### src/rtl/dmem_pkg.sv
// ---------------------------------------------------------------------------
// dmem_pkg
// Shared types and sizing helpers for the parameterised data memory.
//   dmem_state_e : access controller states
//   BYTE_W       : bits per byte lane
//   WAIT_CNT_W   : width of the wait-state down-counter (0..15 wait states)
//   lane_count() : number of byte lanes in a DATA_W word
//   boff_width() : number of byte-offset address bits for a DATA_W word
// ---------------------------------------------------------------------------
package dmem_pkg;

  typedef enum logic [1:0] {
    ST_IDLE = 2'd0,
    ST_WAIT = 2'd1,
    ST_DONE = 2'd2
  } dmem_state_e;

  localparam int BYTE_W     = 8;
  localparam int WAIT_CNT_W = 4;

  function automatic int lane_count(input int data_w);
    return data_w / BYTE_W;
  endfunction

  function automatic int boff_width(input int data_w);
    return $clog2(data_w / BYTE_W);
  endfunction

endpackage

### src/rtl/dmem_array.sv
// ---------------------------------------------------------------------------
// dmem_array
// Word-organised storage with per-byte-lane write enables. Storage is not
// reset. With DMEM_PARITY_EN defined, one even-parity bit is kept per byte
// lane and a per-lane mismatch vector is reported for the addressed word.
// Ports:
//   clk       in   write clock
//   we        in   per-lane write enables
//   idx       in   word index (shared by read and write)
//   wdata     in   write data, lane k at bits [8k+7:8k]
//   rdata     out  asynchronous read of the addressed word
//   perr_lane out  per-lane parity mismatch (DMEM_PARITY_EN builds only)
// ---------------------------------------------------------------------------
module dmem_array
  import dmem_pkg::*;
#(
  parameter  int DATA_W      = 16,
  parameter  int DEPTH_WORDS = 256,
  localparam int LANES       = lane_count(DATA_W),
  localparam int IDX_W       = $clog2(DEPTH_WORDS)
) (
  input  logic              clk,
  input  logic [LANES-1:0]  we,
  input  logic [IDX_W-1:0]  idx,
  input  logic [DATA_W-1:0] wdata,
  output logic [DATA_W-1:0] rdata
`ifdef DMEM_PARITY_EN
  ,
  output logic [LANES-1:0]  perr_lane
`endif
);

  logic [DATA_W-1:0] mem [DEPTH_WORDS];

  always_ff @(posedge clk) begin
    for (int l = 0; l < LANES; l++) begin
      if (we[l]) mem[idx][l*BYTE_W +: BYTE_W] <= wdata[l*BYTE_W +: BYTE_W];
    end
  end

  assign rdata = mem[idx];

`ifdef DMEM_PARITY_EN
  logic [LANES-1:0] par_mem [DEPTH_WORDS];

  // Even parity: stored bit equals XOR of the lane, so lane ^ bit == 0.
  always_ff @(posedge clk) begin
    for (int l = 0; l < LANES; l++) begin
      if (we[l]) par_mem[idx][l] <= ^wdata[l*BYTE_W +: BYTE_W];
    end
  end

  always_comb begin
    perr_lane = '0;
    for (int l = 0; l < LANES; l++) begin
      perr_lane[l] = (^rdata[l*BYTE_W +: BYTE_W]) ^ par_mem[idx][l];
    end
  end
`endif

endmodule

### src/rtl/param_data_memory.sv
// ---------------------------------------------------------------------------
// param_data_memory
// Single-port data memory with a request/ready handshake, programmable wait
// states, byte and word access, sign-extending byte loads and misalignment
// detection. Optional per-byte parity is enabled with `define DMEM_PARITY_EN.
// Ports:
//   clk          in   clock, rising edge
//   reset_n      in   asynchronous active-low reset
//   req          in   request strobe, only looked at in IDLE
//   memoryWrite  in   store request
//   memoryRead   in   load request (dropped if memoryWrite is also set)
//   sb           in   1 = byte access, 0 = full word
//   signedLoad   in   sign-extend byte loads
//   address      in   byte address (upper bits wrap)
//   dataWrite    in   store data, byte stores use [7:0]
//   dataRead     out  last completed load result
//   ready        out  one-cycle completion pulse
//   busy         out  access in flight
//   misaligned   out  word access with nonzero byte offset, with ready
//   parityErr    out  parity mismatch on a load, with ready
//
// state   | meaning
// --------+----------------------------------------------------------
// ST_IDLE | waiting for req with a read or write qualifier
// ST_WAIT | wait-state down-counter running; commit on terminal count
// ST_DONE | ready pulse, status flags valid
// ---------------------------------------------------------------------------
module param_data_memory
  import dmem_pkg::*;
#(
  parameter int DATA_W      = 16,
  parameter int DEPTH_WORDS = 256,
  parameter int ADDR_W      = 16,
  parameter int WAIT_CYCLES = 1
) (
  input  logic              clk,
  input  logic              reset_n,
  input  logic              req,
  input  logic              memoryWrite,
  input  logic              memoryRead,
  input  logic              sb,
  input  logic              signedLoad,
  input  logic [ADDR_W-1:0] address,
  input  logic [DATA_W-1:0] dataWrite,
  output logic [DATA_W-1:0] dataRead,
  output logic              ready,
  output logic              busy,
  output logic              misaligned,
  output logic              parityErr
);

  localparam int LANES  = lane_count(DATA_W);
  localparam int BOFF_W = boff_width(DATA_W);
  localparam int IDX_W  = $clog2(DEPTH_WORDS);
  localparam int AW     = BOFF_W + IDX_W;
  localparam logic [WAIT_CNT_W-1:0] WAIT_LD = WAIT_CNT_W'(WAIT_CYCLES);

  dmem_state_e state, state_nxt;

  logic [WAIT_CNT_W-1:0] wait_cnt;
  logic [AW-1:0]         addr_q;
  logic [DATA_W-1:0]     wdata_q;
  logic                  sb_q, sl_q, wr_q, rd_q;

  logic                  accept, wait_tc, mis;
  logic [BOFF_W-1:0]     lane;
  logic [IDX_W-1:0]      idx;
  logic [LANES-1:0]      we;
  logic [DATA_W-1:0]     arr_wdata, arr_rdata, ld_val;
  logic [BYTE_W-1:0]     byte_sel;

  // Address bits above the memory span are ignored so accesses wrap.
  logic unused_addr;
  assign unused_addr = ^address[ADDR_W-1:AW];

  assign accept  = (state == ST_IDLE) && req && (memoryRead || memoryWrite);
  assign wait_tc = (state == ST_WAIT) && (wait_cnt == '0);
  assign lane    = addr_q[BOFF_W-1:0];
  assign idx     = addr_q[BOFF_W +: IDX_W];
  assign mis     = !sb_q && (lane != '0);

  always_ff @(posedge clk or negedge reset_n) begin
    if (!reset_n) state <= ST_IDLE;
    else          state <= state_nxt;
  end

  always_comb begin
    state_nxt = state;
    case (state)
      ST_IDLE: if (accept)  state_nxt = ST_WAIT;
      ST_WAIT: if (wait_tc) state_nxt = ST_DONE;
      ST_DONE:              state_nxt = ST_IDLE;
      default:              state_nxt = ST_IDLE;
    endcase
  end

  // Loaded with WAIT_CYCLES on accept; WAIT exits on terminal count, so the
  // state lasts WAIT_CYCLES+1 cycles and ready lands WAIT_CYCLES+1 after accept.
  always_ff @(posedge clk or negedge reset_n) begin
    if (!reset_n) begin
      wait_cnt <= '0;
    end else if (accept) begin
      wait_cnt <= WAIT_LD;
    end else if ((state == ST_WAIT) && (wait_cnt != '0)) begin
      wait_cnt <= wait_cnt - 1'b1;
    end
  end

  always_ff @(posedge clk or negedge reset_n) begin
    if (!reset_n) begin
      addr_q  <= '0;
      wdata_q <= '0;
      sb_q    <= 1'b0;
      sl_q    <= 1'b0;
      wr_q    <= 1'b0;
      rd_q    <= 1'b0;
    end else if (accept) begin
      addr_q  <= address[AW-1:0];
      wdata_q <= dataWrite;
      sb_q    <= sb;
      sl_q    <= signedLoad;
      wr_q    <= memoryWrite;
      rd_q    <= memoryRead && !memoryWrite;  // write wins when both are set
    end
  end

  always_comb begin
    we        = '0;
    arr_wdata = wdata_q;
    if (wait_tc && wr_q && !mis) begin
      if (sb_q) begin
        we[lane]  = 1'b1;
        arr_wdata = {LANES{wdata_q[BYTE_W-1:0]}};
      end else begin
        we = '1;
      end
    end
  end

  assign byte_sel = arr_rdata[int'(lane)*BYTE_W +: BYTE_W];
  assign ld_val   = sb_q ? {{(DATA_W-BYTE_W){sl_q & byte_sel[BYTE_W-1]}}, byte_sel}
                         : arr_rdata;

  always_ff @(posedge clk or negedge reset_n) begin
    if (!reset_n)                     dataRead <= '0;
    else if (wait_tc && rd_q && !mis) dataRead <= ld_val;
  end

  assign ready      = (state == ST_DONE);
  assign busy       = (state != ST_IDLE);
  assign misaligned = ready && mis;

`ifdef DMEM_PARITY_EN
  logic [LANES-1:0] perr_lane;
  logic             perr_hit, perr_q;

  dmem_array #(
    .DATA_W      (DATA_W),
    .DEPTH_WORDS (DEPTH_WORDS)
  ) u_array (
    .clk       (clk),
    .we        (we),
    .idx       (idx),
    .wdata     (arr_wdata),
    .rdata     (arr_rdata),
    .perr_lane (perr_lane)
  );

  // Only the lanes actually returned by the load are checked.
  assign perr_hit = sb_q ? perr_lane[lane] : |perr_lane;

  always_ff @(posedge clk or negedge reset_n) begin
    if (!reset_n)     perr_q <= 1'b0;
    else if (wait_tc) perr_q <= rd_q && !mis && perr_hit;
  end

  assign parityErr = ready && perr_q;
`else
  dmem_array #(
    .DATA_W      (DATA_W),
    .DEPTH_WORDS (DEPTH_WORDS)
  ) u_array (
    .clk   (clk),
    .we    (we),
    .idx   (idx),
    .wdata (arr_wdata),
    .rdata (arr_rdata)
  );

  assign parityErr = 1'b0;
`endif

endmodule

### config.mk
export PLATFORM = sky130hd
export DESIGN_NAME = param_data_memory
export DESIGN_NICKNAME = d
export VERILOG_FILES = /design/src/rtl/dmem_pkg.sv /design/src/rtl/dmem_array.sv /design/src/rtl/param_data_memory.sv
export SDC_FILE = /design/constraint.sdc
export NUM_CORES = 2
export LEC_CHECK = 0
export BUFFER_PORTS_ARGS = -buffer_cell sky130_fd_sc_hd__buf_2
export CAP_MARGIN = 0
export CELL_PAD_IN_SITES_DETAIL_PLACEMENT = 2
export CELL_PAD_IN_SITES_GLOBAL_PLACEMENT = 2
export CORE_MARGIN = 10
export CORE_UTILIZATION = 48
export DETAILED_ROUTE_END_ITERATION = 10
export MAX_ROUTING_LAYER = met4
export PLACE_DENSITY = 0.83
export SLEW_MARGIN = 40
export SYNTH_ARGS = -nofsm -noshare
export SYNTH_HDL_FRONTEND = slang
export SYNTH_SLANG_ARGS = --single-unit
### constraint.sdc
create_clock -name clk -period 9.6 [get_ports clk]
set_clock_uncertainty 0.05 [all_clocks]
set_input_delay 0.96 -clock clk [delete_from_list [all_inputs] [get_ports clk]]
set_output_delay 0.96 -clock clk [all_outputs]
set_load 0.02 [all_outputs]
==> reports/results.txt, run 1 <==
FP Rows -> 212
Die height -> 598.8 µm
Cell taking the most area after synthesis -> edfxtp_1
HPWL reported at the end of detailed placement -> 423600 µm
Ranking of synthesized cells by area -> edfxtp_1 (76%), mux4_2 (15%), nor2_1 (1.3%)
Syn Nets -> 7338
Die X -> 598.8 µm
Yosys reg bits -> 4147
Fraction of registers with async set/reset -> 1.230%
Port-buffer cells -> 50
Syn Std Cell Area -> 0.1608 mm²
Post-Syn Instances -> 7298
Status -> stopped before the end
Routability-driven placement congestion ratio -> 0.9205
Last stage -> detailed placement
Initial core utilization -> 48.19%
Stop err -> [ERROR DPL-0033] detailed placement checks failed during check placement.
Yosys cell types -> 76
Post-synth top area share -> 76.49%
Post-synth top flop -> edfxtp_1
Sequential area share after synthesis -> 77.28%
Average size of a mapped cell -> 22.03 µm²
Yosys warnings -> 0
Post-synth EDFFs -> 4096
Top Ports -> 59
-- cell families after synthesis --
logic type	after synthesis	synth area share (%)
AO/OA/AOI/OAI	373	1.689
XOR/XNOR	3	0.01634
adder cells (fa/ha/maj)	1	0.007780
buffers and inverters	457	1.517
flip-flops	4147	77.28
multiplexers	1343	16.93
other	1	0.002332
AND/OR/NAND/NOR	973	2.558
-- through the flow --
| step | worst slack (ns) | cell area [µm²] | hold WS, ns | instances |
|---|---|---|---|---|
| after floorplan | 3.529 | 160800 | 0.4250 | 7298 |
| after global placement | 4.066 | 166100 | 0.4192 | 11470 |
-- synth_stat cells, types with 4 or more instances --
| cell type | instances |
|---|---|
| nor3_1 | 27 |
| a22o_1 | 17 |
| buf_2 | 146 |
| a2111oi_0 | 7 |
| nand2b_1 | 14 |
| mux4_2 | 1097 |
| a22oi_1 | 109 |
| nand2_1 | 205 |
| o211ai_1 | 14 |
| a21oi_1 | 36 |
| buf_1 | 31 |
| clkbuf_1 | 164 |
| o2111ai_1 | 5 |
| a221oi_1 | 14 |
| inv_1 | 8 |
| a32oi_1 | 15 |
| and3_1 | 6 |
| mux2i_1 | 204 |
| edfxtp_1 | 4096 |
| a311oi_1 | 4 |
| a31oi_1 | 16 |
| nand4_1 | 17 |
| nor2_1 | 572 |
| buf_4 | 66 |
| a211oi_1 | 17 |
| o21ai_0 | 27 |
| nand3b_1 | 4 |
| mux2_2 | 42 |
| nor2b_1 | 18 |
| o22a_1 | 5 |
| dfrtp_1 | 51 |
| o32ai_1 | 7 |
| nand3_1 | 62 |
| a41oi_1 | 6 |
| or2_2 | 4 |
| and2_1 | 5 |
| o22ai_1 | 44 |
| nor4bb_1 | 6 |
| o221ai_1 | 9 |
| buf_6 | 39 |
| nor4_1 | 11 |
==> run 2, diff against run 1 <==
--- a/config.mk
+++ b/config.mk
@@ -7,13 +7,10 @@
 export LEC_CHECK = 0
 export BUFFER_PORTS_ARGS = -buffer_cell sky130_fd_sc_hd__buf_2
 export CAP_MARGIN = 0
-export CELL_PAD_IN_SITES_DETAIL_PLACEMENT = 2
-export CELL_PAD_IN_SITES_GLOBAL_PLACEMENT = 2
 export CORE_MARGIN = 10
-export CORE_UTILIZATION = 48
+export CORE_UTILIZATION = 33
 export DETAILED_ROUTE_END_ITERATION = 10
-export MAX_ROUTING_LAYER = met4
-export PLACE_DENSITY = 0.83
+export PLACE_DENSITY_LB_ADDON = 0.15
 export SLEW_MARGIN = 40
 export SYNTH_ARGS = -nofsm -noshare
 export SYNTH_HDL_FRONTEND = slang
==> run 2 against run 1 <==
Effect of this change: the run now ends clean; synthesized cell count unchanged; area after synthesis unchanged.
==> reports/results.txt, run 2 <==
M1 WL -> 215200 µm
First-pass GRT wire length -> 689100 µm
Worst-margin pin slew -> 0.9502 ns
Max-Cap Viols -> 0
Max FFs per register -> 4096
Critical path startpoint -> addr_q[3]
Yosys cell types -> 76 (unchanged)
Slew Limit Headroom -> 36.66%
Synth cell count leaders -> edfxtp_1 (4096), mux4_2 (1097), nor2_1 (572)
Syn Nets -> 7338 (unchanged)
Post-Syn Instances -> 7298 (unchanged)
CTS H-tree lvls -> 5
Setup Buffers After CTS -> 0
FP Rows -> 256 (+21%)
Die height -> 718.1 µm (+20%)
Kind of start point of the critical path -> flop
NumNets Final -> 7614
Core area -> 0.4859 mm²
Clock Path Buffers -> 4
Pwr Density -> 321.3 mW/mm²
Dpl ws -> 4.067 ns
Min-Delay Path Class -> input pin to flop
Fill cell count -> 43480
Register Area -> 0.1243 mm²
Setup TNS -> 0 ns
Drt pass-1 iters -> 6
CTS resizes -> 0
Yosys warnings -> 0 (unchanged)
Setup violators final -> 0
Port-buffer cells -> 50 (unchanged)
Post-layout min period -> 5.601 ns
Clock transition at the registers of the reported paths -> 0.06 ns
Final hold violation count -> 0
Largest Register -> u_array.mem
Fraction of registers with async set/reset -> 1.230% (unchanged)
Post-Layout Cell Count -> 14420
Dpl cell area -> 0.1702 mm²
Largest net degree at the start of global routing -> 189
Total Power -> 0.05961 W
R2r startpoint -> addr_q[3]
Setup Crit Path Kind -> flop to flop
CTS tree -> yes
HPWL reported at the end of detailed placement -> 309500 µm (-27%)
End of the critical path -> dataRead[10]
Worst Setup End Kind -> flop
Leak -> 56.19 nW
Biggest regs -> u_array.mem x4096, dataRead x16, wdata_q x16
Crit path DAT -> 6.41 ns
Layout cells sized above 1 -> 32.12%
CTS Sinks -> 4147
Placed Cells -> 13570
Post-synth EDFFs -> 4096 (unchanged)
Initial antenna violation count -> 33
1st-iter DRT viols -> 9065
Cts bufs inserted -> 443
Vias in the first global route -> 79580
Commonest non-fill, non-tap cell in the layout -> edfxtp_1
Routed Antenna Nets -> 0
Sequential area share after synthesis -> 77.28% (unchanged)
Worst skew pair latency -> 1.04 ns
Period utilization -> 58.34%
Top-count cell post-synth -> edfxtp_1
Ranking of synthesized cells by area -> edfxtp_1 (76%), mux4_2 (15%), nor2_1 (1.3%)
Syn Std Cell Area -> 0.1608 mm² (unchanged)
Fmax -> 178.6 MHz
CTS Root Cell -> clkbuf_16
Routability-driven placement congestion ratio -> 0.8101 (-12%)
Area of the multi-input gates -> 0.03584 mm²
Yosys reg bits -> 4147 (unchanged)
Status -> completed
Die ar. -> 0.5156 mm²
Die X -> 718.1 µm (+20%)
Max-slew violations -> 0
Routed wire per std cell -> 35.17 µm
Max FO, Critical Path -> 60
Reg2Reg Depth -> 10
Final Worst Setup Slack -> 3.999 ns
Total grt overflow -> 0
Initial core utilization -> 33.09% (-15 points)
DR vias -> 78440
WL met3 -> 33780 µm
Reg-to-Reg End -> dataRead[10]
Commonest non-fill, non-tap cells in the layout -> edfxtp_1 (4096), mux4_2 (1097), clkbuf_16 (452)
Fin area -> 0.1855 mm²
Worst EP required -> 10.41 ns
Hold path startpoint -> address[1]
Uppermost layer routed -> met5
Top Ports -> 59 (unchanged)
Post-synth top flop -> edfxtp_1
DR DRC count -> 0
Via/cell ratio -> 5.442
Cell taking the most area after synthesis -> edfxtp_1
Layout overhead on the synthesized area -> 15.38%
Peak supply drop -> 0.2242 mV
Post-synth top area share -> 76.49% (unchanged)
Routed WL -> 506900 µm
Reg2reg setup slack -> 4.00 ns
Total track usage -> 19.07%
RSZ-0062 raised after global routing -> no
Routed met2 length -> 241400 µm
Average size of a mapped cell -> 22.03 µm² (unchanged)
==> run 2: timing repair <==
action                                  in CTS  in global routing
endpoints found under the setup margin       0                  0
hold buffers                                 1                  0
endpoints found under the hold margin       23                  0
==> run 2: layout make-up <==
class / count / share of cell area, %
diodes: 11 / 0.01484
clock buffers: 531 / 6.256
clock inverters: 294 / 1.567
inverters: 10 / 0.02428
multi-input cells: 2694 / 19.32
flip-flops and latches: 4147 / 67.01
well taps: 6450 / 4.350
repair buffers: 278 / 1.460
==> run 2: critical path: stages, from the launching register on <==
cell      delay, ns
dfrtp_4        0.97
buf_12         0.48
nor2_4         0.19
buf_4          0.29
a22o_1         0.32
a221oi_1       0.64
nor3_1         0.10
o21ai_0        0.75
a32oi_1        0.54
a22oi_2        0.64
o211ai_1       0.19
==> run 2: worst min-delay path by stage <==
stage / endpoint / slack (ns) / cells past startpoint
floorplan: wdata_q[13] / 0.42 / 1
global placement: sl_q / 0.45 / 1
detailed placement: dataRead[7] / 0.43 / 2
CTS: addr_q[1] / 0.03 / 3
global route: wdata_q[10] / 0.1 / 2
finish: addr_q[1] / 0.1 / 3
==> run 2: through the flow <==
stage / hold WS, ns / utilization (%)
floorplan: 0.4250 / -
CTS: 0.02585 / 38.02
global route: 0.09598 / 38.18
detailed placement: 0.4291 / 35.03
global placement: 0.4450 / 34.81
finish: 0.09527 / 38.18
==> run 2: cells by family (layout without fill, tap and decap cells) <==
kind of cell | Yosys count | after routing | synth area share [%]
AND/OR/NAND/NOR | 973 | 973 | 2.558
buffers and inverters | 457 | 1113 | 1.517
other | 1 | 12 | 0.002332
XOR/XNOR | 3 | 3 | 0.01634
adder cells (fa/ha/maj) | 1 | 1 | 0.007780
AO/OA/AOI/OAI | 373 | 373 | 1.689
multiplexers | 1343 | 1343 | 16.93
flip-flops | 4147 | 4147 | 77.28
==> run 2: per-layer routing <==
layer | vias to the layer above | track usage, %
met5 | - | 0
met4 | 6 | 5.423
met3 | 658 | 3.555
met2 | 2960 | 30.67
met1 | 43510 | 26.54
li1 | 31310 | -
==> run 2: power breakdown <==
part / switching, W / internal, W / total (W) / leakage [nW]
Combinational: 0.0128 / 0.00616 / 0.0190 / 11.7
Clock: 0.00726 / 0.00995 / 0.0172 / 7.05
Sequential: 0.000509 / 0.0229 / 0.0234 / 37.5
Total: 0.0206 / 0.0390 / 0.0596 / 56.2
No activity file was read; power rests on OpenSTA's default activity.
